===== config.mk =====
export PLATFORM = sky130hd
export DESIGN_NAME = h_hdr
export DESIGN_NICKNAME = d
export VERILOG_FILES = /design/src/rtl/h_hdr.sv
export SDC_FILE = /design/constraint.sdc
export NUM_CORES = 1
export LEC_CHECK = 0
export ABC_AREA = 1
export BUFFER_PORTS_ARGS = -buffer_cell sky130_fd_sc_hd__buf_2
export CAP_MARGIN = 20
export CORE_MARGIN = 4
export CORE_UTILIZATION = 50
export DETAILED_ROUTE_END_ITERATION = 8
export PLACE_DENSITY = 0.74
export SLEW_MARGIN = 10
export SYNTH_ARGS = -nofsm -noshare
export SYNTH_HDL_FRONTEND = slang
export SYNTH_SLANG_ARGS = --single-unit

===== constraint.sdc =====
create_clock -name clk -period 2.8 [get_ports clk]
set_input_delay 0.42 -clock clk [delete_from_list [all_inputs] [get_ports clk]]
set_output_delay 0.42 -clock clk [all_outputs]
set_load 0.005 [all_outputs]

===== src/rtl/h_hdr.sv =====
// Packet-header extraction stage: strips a fixed-length header, publishes length/tag,
// and forwards exactly `length` body beats with regenerated framing.
module h_hdr #(
  parameter int W         = 32,
  parameter int HDR_BEATS = 2,
  parameter int LEN_W     = 16
) (
  input  logic             clk,
  input  logic             arst,
  input  logic             in_vld,
  input  logic             in_sop,
  input  logic             in_eop,
  input  logic [W-1:0]     in_dat,
  output logic             in_rdy,
  output logic             hdr_vld,
  output logic [LEN_W-1:0] hdr_len,
  output logic [7:0]       hdr_tag,
  output logic             out_vld,
  output logic             out_sop,
  output logic             out_eop,
  output logic [W-1:0]     out_dat,
  input  logic             out_rdy,
  output logic             err_vld,
  output logic [1:0]       err_code
);

  typedef enum logic [1:0] {IDLE, HDR, BODY, DRAIN} state_t;

  localparam logic [LEN_W-1:0] HDR_LAST = LEN_W'(HDR_BEATS - 1);
  localparam logic [LEN_W-1:0] ONE      = LEN_W'(1);

  state_t           state;
  logic [LEN_W-1:0] cnt;
  logic             accept;
  logic             last_hdr;
  logic [LEN_W-1:0] cur_len;

  // Only the body path is throttled by the single-entry output register.
  assign in_rdy = ~arst & ((state != BODY) | ~out_vld | out_rdy);
  assign accept = in_vld & in_rdy;

  // With a one-beat header the sop beat is also the last header beat, so its
  // length must come straight from the input rather than the latched copy.
  always_comb begin
    last_hdr = 1'b0;
    cur_len  = hdr_len;
    if (state == IDLE) begin
      cur_len  = in_dat[LEN_W-1:0];
      last_hdr = in_sop && (HDR_BEATS == 1);
    end else if (state == HDR) begin
      last_hdr = (cnt == HDR_LAST);
    end
  end

  always_ff @(posedge clk or posedge arst) begin
    if (arst) begin
      state    <= IDLE;
      cnt      <= '0;
      hdr_vld  <= 1'b0;
      hdr_len  <= '0;
      hdr_tag  <= '0;
      out_vld  <= 1'b0;
      out_sop  <= 1'b0;
      out_eop  <= 1'b0;
      out_dat  <= '0;
      err_vld  <= 1'b0;
      err_code <= 2'd0;
    end else begin
      hdr_vld <= 1'b0;
      err_vld <= 1'b0;
      if (out_vld && out_rdy) begin
        out_vld <= 1'b0;
      end

      if (accept) begin
        if (last_hdr) begin
          hdr_vld <= 1'b1;
          if (state == IDLE) begin
            hdr_len <= in_dat[LEN_W-1:0];
            hdr_tag <= in_dat[W-1:W-8];
          end
          cnt <= '0;
          if (cur_len == '0) begin
            if (in_eop) begin
              state <= IDLE;
            end else begin
              err_vld  <= 1'b1;
              err_code <= 2'd3;
              state    <= DRAIN;
            end
          end else if (in_eop) begin
            err_vld  <= 1'b1;
            err_code <= 2'd2;
            state    <= IDLE;
          end else begin
            state <= BODY;
          end
        end else begin
          case (state)
            IDLE: begin
              if (in_sop) begin
                hdr_len <= in_dat[LEN_W-1:0];
                hdr_tag <= in_dat[W-1:W-8];
                cnt     <= ONE;
                if (in_eop) begin
                  err_vld  <= 1'b1;
                  err_code <= 2'd2;
                end else begin
                  state <= HDR;
                end
              end else begin
                err_vld  <= 1'b1;
                err_code <= 2'd1;
              end
            end

            HDR: begin
              if (in_eop) begin
                err_vld  <= 1'b1;
                err_code <= 2'd2;
                state    <= IDLE;
              end else begin
                cnt <= cnt + ONE;
              end
            end

            BODY: begin
              out_vld <= 1'b1;
              out_dat <= in_dat;
              out_sop <= (cnt == '0);
              cnt     <= cnt + ONE;
              // Exit on len-1 so the counter never has to represent len itself.
              if (cnt == hdr_len - ONE) begin
                out_eop <= 1'b1;
                if (in_eop) begin
                  state <= IDLE;
                end else begin
                  err_vld  <= 1'b1;
                  err_code <= 2'd3;
                  state    <= DRAIN;
                end
              end else if (in_eop) begin
                out_eop  <= 1'b1;
                err_vld  <= 1'b1;
                err_code <= 2'd2;
                state    <= IDLE;
              end else begin
                out_eop <= 1'b0;
              end
            end

            DRAIN: begin
              if (in_eop) begin
                state <= IDLE;
              end
            end

            default: state <= IDLE;
          endcase
        end
      end
    end
  end

endmodule


== Word level (Yosys, flattened, before mapping) ==
Index checks and enable logic that the tools add are counted.
Storage, ports and cells
  bits in registers: 81
  bits of input ports: 38
  output and inout bits: 64
  logic and storage cells: 88
Operators by class
  add/subtract/negate cells: 2
  eq/ne operators: 9
  multiplexer cells: 45
  bitwise gates (word level): 7
  reductions and logical operators: 14
Operators with widths (count)
  two-way mux 16 bit: 7
  case mux 16 bit (3 select lines): 1
  zero test 16 bit: 2
  two-way mux 8 bit: 4
  two-way mux 2 bit: 14
  adder 16 x 1 -> 16 bit (second input constant): 1
  == test 16 x 1 -> 1 bit (second input constant): 1
  == test 16 bit: 1
  two-way mux 1 bit: 16
  subtractor 16 x 1 -> 16 bit (second input constant): 1
  case mux 2 bit (3 select lines): 2
  AND reduction 3 bit: 4
  != test 3 bit (second input constant): 3
  == test 2 bit (second input constant): 2
  AND reduction 4 bit: 1
  nonzero test 2 bit: 2
  nonzero test 4 bit: 1
  NOT 1 bit: 3
  case mux 1 bit (3 select lines): 1
  bitwise AND 1 bit: 2
  == test 2 x 1 -> 1 bit (second input constant): 1
  zero test 2 bit: 1
  != test 2 bit (second input constant): 1
  bitwise OR 1 bit: 2
  other kinds (3): 3

== Depth between registers and ports, before layout ==
Gate-level depths: netlist (run 1).
  word-level depth: 6
  depth in mapped cells: 17
  mapped depth without buffers: 17

== Least setup slack after synthesis (run 1) ==
OpenSTA, ideal clock, no wires.
  path kind: register -> register
  from: register hdr_len[0]
  to: register err_vld
  library setup time: 95 ps
  arrival: 2113 ps
  required time: 2705 ps
  path slack: 591 ps
  cell stages (with the launch flop): 16
  buffers on the path: 0
  period minus slack after synthesis: 2209 ps
  cells stage by stage: dfrtp_1 > inv_2 > ha_1 > nand2_4 > nor2_8 > nand3_2 > nand2_2 > nand2_1 > nand3b_1 > nor2_1 > nand2_1 > ha_1 > nand2_1 > a31oi_1 > nand3_1 > o31ai_1
On the way
  longest elaborated chain between the ends: 6
  elaborated cells between the ends (all ways): 9
  those cells by class: add/sub: 1; eq/ne: 1; mux: 6; reduce/logical: 1
Ends and longest elaborated chain
  start, declared: line 16  | output logic [LEN_W-1:0] hdr_len,
  start signal, assigned: line 79  | hdr_len <= in_dat[LEN_W-1:0];
  start signal, assigned: line 102  | hdr_len <= in_dat[LEN_W-1:0];
  subtractor 16 x 1 -> 16 bit: line 133  | if (cnt == hdr_len - ONE) begin
  == test 16 bit: line 133
  two-way mux 1 bit: line 133
  case mux 1 bit (3 select lines): line 99  | case (state)
  two-way mux 1 bit (*): line 76  | if (last_hdr) begin
  two-way mux 1 bit (*): line 75  | if (accept) begin
  end signal, assigned: line 87  | err_vld <= 1'b1;
  end signal, assigned: line 106  | err_vld <= 1'b1;
  end signal, assigned: line 138  | err_vld <= 1'b1;
  end, declared: line 23  | output logic err_vld,
Mark *: on every way between the ends. The rest lies on a longest branch, timed or not.
A chain may end at the register's enable or synchronous reset.

== Worst setup path after layout (run 1) ==
  from: register state[0]
  to: register cnt[4]
On the way
  longest elaborated chain between the ends: 6
  elaborated cells between the ends (all ways): 16
  those cells by class: eq/ne: 5; mux: 4; bitwise: 4; reduce/logical: 3
Ends and longest elaborated chain
  start, declared: line 32  | state_t state;
  start signal, assigned: line 57  | state <= IDLE;
  start signal, assigned: line 85  | state <= IDLE;
  start signal, assigned: line 89  | state <= DRAIN;
  != test 2 bit: line 39  | assign in_rdy = ~arst & ((state != BODY) | ~out_vld | out_rdy);
  bitwise OR 1 bit (2 in series): line 39
  bitwise AND 1 bit: line 39
  bitwise AND 1 bit: line 40  | assign accept = in_vld & in_rdy;
  AND reduction 4 bit (no line)
  end signal, assigned: line 123  | cnt <= cnt + ONE;
  end signal, assigned: line 131  | cnt <= cnt + ONE;
  end, declared: line 33  | logic [LEN_W-1:0] cnt;
Several ways; a longest one is shown, not always the timed one.

==> results of run 1 <==
## synthesized netlist by cell type, types with 9 or more instances
library cell	instances	area, um2
nand2_1	149	559
nand4_1	10	62.6
a21oi_1	9	45.0
nor2_1	55	206
buf_2	10	50.1
ha_1	11	138
dfrtp_1	81	2030
nand3_1	39	195
xor2_1	13	114
o21ai_0	61	305
inv_1	79	297
## worst reg2reg max path, cell delays in order (launching register included)
cell and delay (ns):
dfrtp_1 0.46, inv_1 0.11, ha_1 0.32, a21oi_2 0.18
nand2_1 0.12, nor2_1 0.19, inv_1 0.10, a21oi_1 0.17
nand2_2 0.22, clkinv_2 0.24, nand2_1 0.10, xor2_1 0.14
nor2_1 0.06
## per-layer routing
metal | share of wire, % | global-route usage, %
met3 | 7.1 | 6.44
met4 | 1.6 | 5.92
met1 | 43 | 28.8
met2 | 48 | 39.2
met5 | 0 | 0
## cell families (layout without fill, tap and decap cells)
kind of cell / Yosys count / count (layout) / synth area share, %
buffers and inverters: 107 / 208 / 8.96
and+or+nand+nor: 304 / 304 / 29.8
xor gates and xnor gates: 20 / 20 / 3.65
adders and majority gates: 11 / 11 / 2.87
AOI/OAI and AO/OA: 90 / 90 / 10.7
DFF: 81 / 81 / 42.2
muxes: 8 / 8 / 1.88
## area by class of cell
cell class              instances  area [um2]  area share (%)
multi-input cells             433        2350            41.4
flip-flops and latches         81        2030            35.7
repair buffers                107         578            10.2
inverters                      85         322            5.66
well taps                     129         161            2.84
clock buffers                  10         138            2.42
clock inverters                 6        98.8            1.74
## report_power, final
group	leakage [uW]	internal [uW]	switching, uW
sequential	0.00103	1660	523
combinational	0.00188	1220	1830
clock	0.000117	540	460
total	0.00302	3420	2820
## how the worst max path moves through the flow
| stage | slack [ns] | end | cells after the start |
|---|---|---|---|
| 2_1_floorplan | 0.30 | cnt[0]$_DFFE_PP0P_ | 1 |
| 3_3_place_gp | 0.34 | err_vld$_DFF_PP0_ | 9 |
| 3_5_place_dp | 0.22 | err_vld$_DFF_PP0_ | 9 |
| 4_1_cts | 0.12 | err_vld$_DFF_PP0_ | 9 |
| 5_1_grt | 0.04 | cnt[9]$_DFFE_PP0P_ | 12 |
| 6_report | 0.27 | cnt[4]$_DFFE_PP0P_ | 12 |
## registers in the layout, summed over array words and instances, names as in the netlist, 2 cells and up
signal and flops:
cnt 16, err_code 2, hdr_len 16, hdr_tag 8, out_dat 32, state 2
## per-stage QoR
step / util, % / hold WS [ns]
2_1_floorplan: - / 0.476
3_3_place_gp: 58.4 / 0.303
3_5_place_dp: 58.4 / 0.301
4_1_cts: 61.1 / 0.248
5_1_grt: 61.1 / 0.262
6_report: 61.1 / 0.269
## what timing repair did
item                                   in CTS  in global routing
resized for setup                           0                  1
hold buffers                                1                  0
endpoints found under the hold margin       2                  0
setup endpoints to repair                   0                  2
==> flow_summary.ini, run 1 <==
[outcome]
status = complete, no violations

[cells_and_area]
fillerInstances = 856
fin_nets = 766
final_cell_area_mm2 = 0.00568
area_delta_synth_final_pct = 18.2
drive_gt1_share_pct = 24.0
stdcell_count = 851
antenna_cells = 0
final_cell_mix = nand2_1, buf_2, dfrtp_1, inv_1, o21ai_0
final_common_cell = nand2_1

[floorplanning]
die_x_um = 106
coreArea_mm2 = 0.00928
chipHeight_um = 106
num_io_pins = 102
rows = 35
die-area_mm2 = 0.0112
start_util_pct = 51.7

[place]
gp_congestion = 0.932
post_dp_cell_area_mm2 = 0.00542
dp_hpwl_um = 9530
portBuffers = 101
dp.cells = 834
pre_cts_ws_ns = 0.217

[clocking]
clk_pin_slew_ns = 0.08
cts-buffers-inserted = 9
cts_buffer_depth = 2
post_cts_buffers = 0
cts_max_level = 3
clockRootBuffer = clkbuf_8
cts_sinks = 81
cts_tree = yes
clkLatencyLatePin_ns = 0.36

[setup_path]
critPathTopFamily = simple AND/OR/NAND/NOR gates
regToRegStartpoint = state[0]$_DFFE_PP0P_
critical_path_class = reg2reg
critical_path_buf_inv_count = 3
r2r-end = cnt[4]$_DFFE_PP0P_
crit_slowest_cell = dfrtp_1
path_max_fanout = 16
crit_arrival_ns = 2.76
reg2reg_slack_ns = 0.27
cp.required_ns = 3.03
cp-start-kind = register
critPathMaxStageDelay_ns = 0.46
startpoint = state[0]$_DFFE_PP0P_
path_cells = inv_1 > ha_1 > a21oi_2 > nand2_1 > nor2_1 > inv_1 > a21oi_1 > nand2_2 > clkinv_2 > nand2_1 > xor2_1 > nor2_1
end_kind = register
reg2regPathDepth = 12

[sta]
setup_tns_ns = 0
post-route-period-util_pct = 90.5
finalSetupViolations = 0
worst_pin_slew_ns = 0.507
finalHoldViolations = 0
fmax_mhz = 395
layout_min_cycle_time_ns = 2.53
maxSlewViolCount = 0
max_slew_margin_pct = 65.8
setup_ws_ns = 0.267
finalClockSkew_ns = 0.0117
rsz0062_at_grt = no

[drt]
routedWlPerCell_um = 14.6
drt-vias-per-instance = 5.17
num_vias = 4402
firstDrtPassIters = 5
post-route-drc-count = 0
drt_iter0_drc = 225
wl_um = 12400
ant_nets = 0

[synthesis]
synth-seq-cells = 81
netlist_area_mm2 = 0.00480
ys_types = 46
syn_nets = 670
seq_area_frac_synth_pct = 42.2
yosys_warnings = 0
yosys_most_used_dff = dfrtp_1
syn_inst = 621
synth_edf_count = 0
async_reset_ff_share_pct = 100
postSynthAreaPerCell_um2 = 7.73

[global_routing]
grt_pass1_wl_um = 20800
grt_pass1_vias = 4383
grt_start_max_net_pins = 80
overflow = 0
antenna_found_initial = 0
grt_use_total_pct = 23.0

[min_path]
hold_class = in2reg
min_from = out_rdy
hold_end = out_vld$_DFF_PP0_
min_path_cells = 2

[power_and_ir_drop]
report.power.total_uw = 6230
power_leakage_uw = 0.00302
ir_drop_uv = 579
power_density_mw_per_mm2 = 1100

[run]
cap_violations = 0
Power figures use the tool's default switching activity.
==> inputs of run 2 (changes only) <==
Settings changed: CORE_UTILIZATION 50 to 40, GPL_ROUTABILITY_DRIVEN from default to 0, PLACE_DENSITY 0.74 to default.
==> run 2 against run 1 <==
Effect of this change:
- first-iteration DRC count rose by 80%
- power rose by 2.4%
- clock power rose by 15%
- hold slack got worse by 0.073 ns
- core utilization fell by 12 points
- non-clock buffer count rose by 2
- wire length rose by 6.0%
- global-route usage fell by 2.9 points
- highest routed layer unchanged
==> flow_summary.ini, run 2 (synthesis gave the netlist of run 1 again) <==
[setup_path]
startpoint = state[0]$_DFFE_PP0P_
crit_arrival_ns = 2.84
crit_slowest_cell = o41ai_1
reg2reg_slack_ns = 0.23
end_kind = register
path_common_cell = inv_1
reg2regPathDepth = 9
critical_path_class = reg2reg
path_cells = inv_1 > ha_1 > inv_1 > nand2_1 > o41ai_1 > nand2_1 > inv_1 > ha_1 > o31ai_1
r2r-end = err_vld$_DFF_PP0_
path_max_fanout = 6
regToRegStartpoint = state[0]$_DFFE_PP0P_
cp.required_ns = 3.07
critPathMaxStageDelay_ns = 0.59
cp-start-kind = register

[floorplanning]
chipHeight_um = 118
num_io_pins = 102
die-area_mm2 = 0.0138
start_util_pct = 41.5
coreArea_mm2 = 0.0116
die_x_um = 118
rows = 39

[clocking]
post_cts_buffers = 0
cts_sinks = 81
cts_tree = yes
clk_pin_slew_ns = 0.07
cts_hold_buf = 0
cts_max_level = 3
clkLatencyLatePin_ns = 0.36
post_cts_resized = 0
clockRootBuffer = clkbuf_16
cts-buffers-inserted = 9
cts_buffer_depth = 2

[drt]
num_vias = 4406
drt_iter0_drc = 405
firstDrtPassIters = 5
post-route-drc-count = 0
ant_nets = 0
drt-vias-per-instance = 5.08
wl_um = 13200
routedWlPerCell_um = 15.2

[run]
cap_violations = 0

[sta]
layout_min_cycle_time_ns = 2.57
post-route-period-util_pct = 91.9
rsz0062_at_grt = no
finalHoldViolations = 0
max_slew_margin_pct = 48.7
maxSlewViolCount = 0
finalClockSkew_ns = 0.0130
worst_pin_slew_ns = 0.769
finalSetupViolations = 0
fmax_mhz = 389
setup_tns_ns = 0

[cells_and_area]
regMostFlops = out_dat
stdcell_count = 867
fin_nets = 768
final_common_cell = nand2_1
area_delta_synth_final_pct = 19.2
final_cell_mix = nand2_1, buf_2, dfrtp_1, inv_1, o21ai_0
antenna_cells = 0
largest_reg_flops = 32
fillerInstances = 1174
final_core_util_pct = 49.5
drive_gt1_share_pct = 24.2
top_regs = out_dat: 32 flops, cnt: 16 flops, hdr_len: 16 flops

[global_routing]
grt_pass1_wl_um = 22500
grt_pass1_vias = 4503
overflow = 0
grt_use_total_pct = 20.0
antenna_found_initial = 0
grt_start_max_net_pins = 49

[place]
dp.cells = 851
portBuffers = 101
dp_hpwl_um = 10100

[power_and_ir_drop]
ir_drop_uv = 537
power_leakage_uw = 0.00304
power_density_mw_per_mm2 = 1110

[outcome]
status = complete, no violations

[min_path]
hold_class = in2async
==> run 2: worst max-delay path, delay by kind of cell, from the launching register on <==
family                   cells  cell delay (ns)
AND/OR/NAND/NOR              2             0.28
adder cells (fa/ha/maj)      2             0.54
AO/OA/AOI/OAI                2             0.81
flip-flops                   1             0.43
buffers and inverters        3             0.44
==> run 2: worst max-delay path by stage <==
stage	endpoint	slack, ns	cells past startpoint
finish	err_vld$_DFF_PP0_	0.23	9
global route	err_vld$_DFF_PP0_	0.006	10
CTS	err_vld$_DFF_PP0_	0.21	10
detailed placement	err_vld$_DFF_PP0_	0.19	10
global placement	err_vld$_DFF_PP0_	0.28	9
floorplan	cnt[0]$_DFFE_PP0P_	0.30	1
==> run 2: per-stage QoR <==
stage / area, um2 / total power [uW] / worst slack, ns / hold slack (ns)
3_5_place_dp: 5440 / 5240 / 0.188 / 0.469
4_1_cts: 5730 / 6440 / 0.210 / 0.222
5_1_grt: 5730 / 6980 / 0.00558 / 0.253
2_1_floorplan: 4800 / 4170 / 0.300 / 0.476
6_report: 5730 / 6380 / 0.226 / 0.196
3_3_place_gp: 5440 / 5190 / 0.284 / 0.461
==> run 2: final cells by class <==
class	instances	area (um2)	share of cell area, %
clock inverters	6	48.8	0.852
repair buffers	109	566	9.88
clock buffers	10	239	4.17
inverters	85	322	5.62
multi-input cells	433	2340	41.0
well taps	143	179	3.13
flip-flops and latches	81	2030	35.4
==> run 2: report_power, final <==
group	internal (uW)	total [uW]	switching (uW)	leakage (uW)
registers	1660	2190	525	0.00103
clock network	634	1150	516	0.000143
logic	1210	3050	1840	0.00187
total	3510	6380	2880	0.00304
==> run 2: routing by layer <==
metal  up-vias  wire, um  share of wire (%)  track usage [%]
met5         -         0                  0                0
met4         0       222                1.7             6.45
met3        19       987                7.5             6.34
met2       154      6160                 47             32.1
met1      2050      5810                 44             25.8
li1       2183         -                  -                -
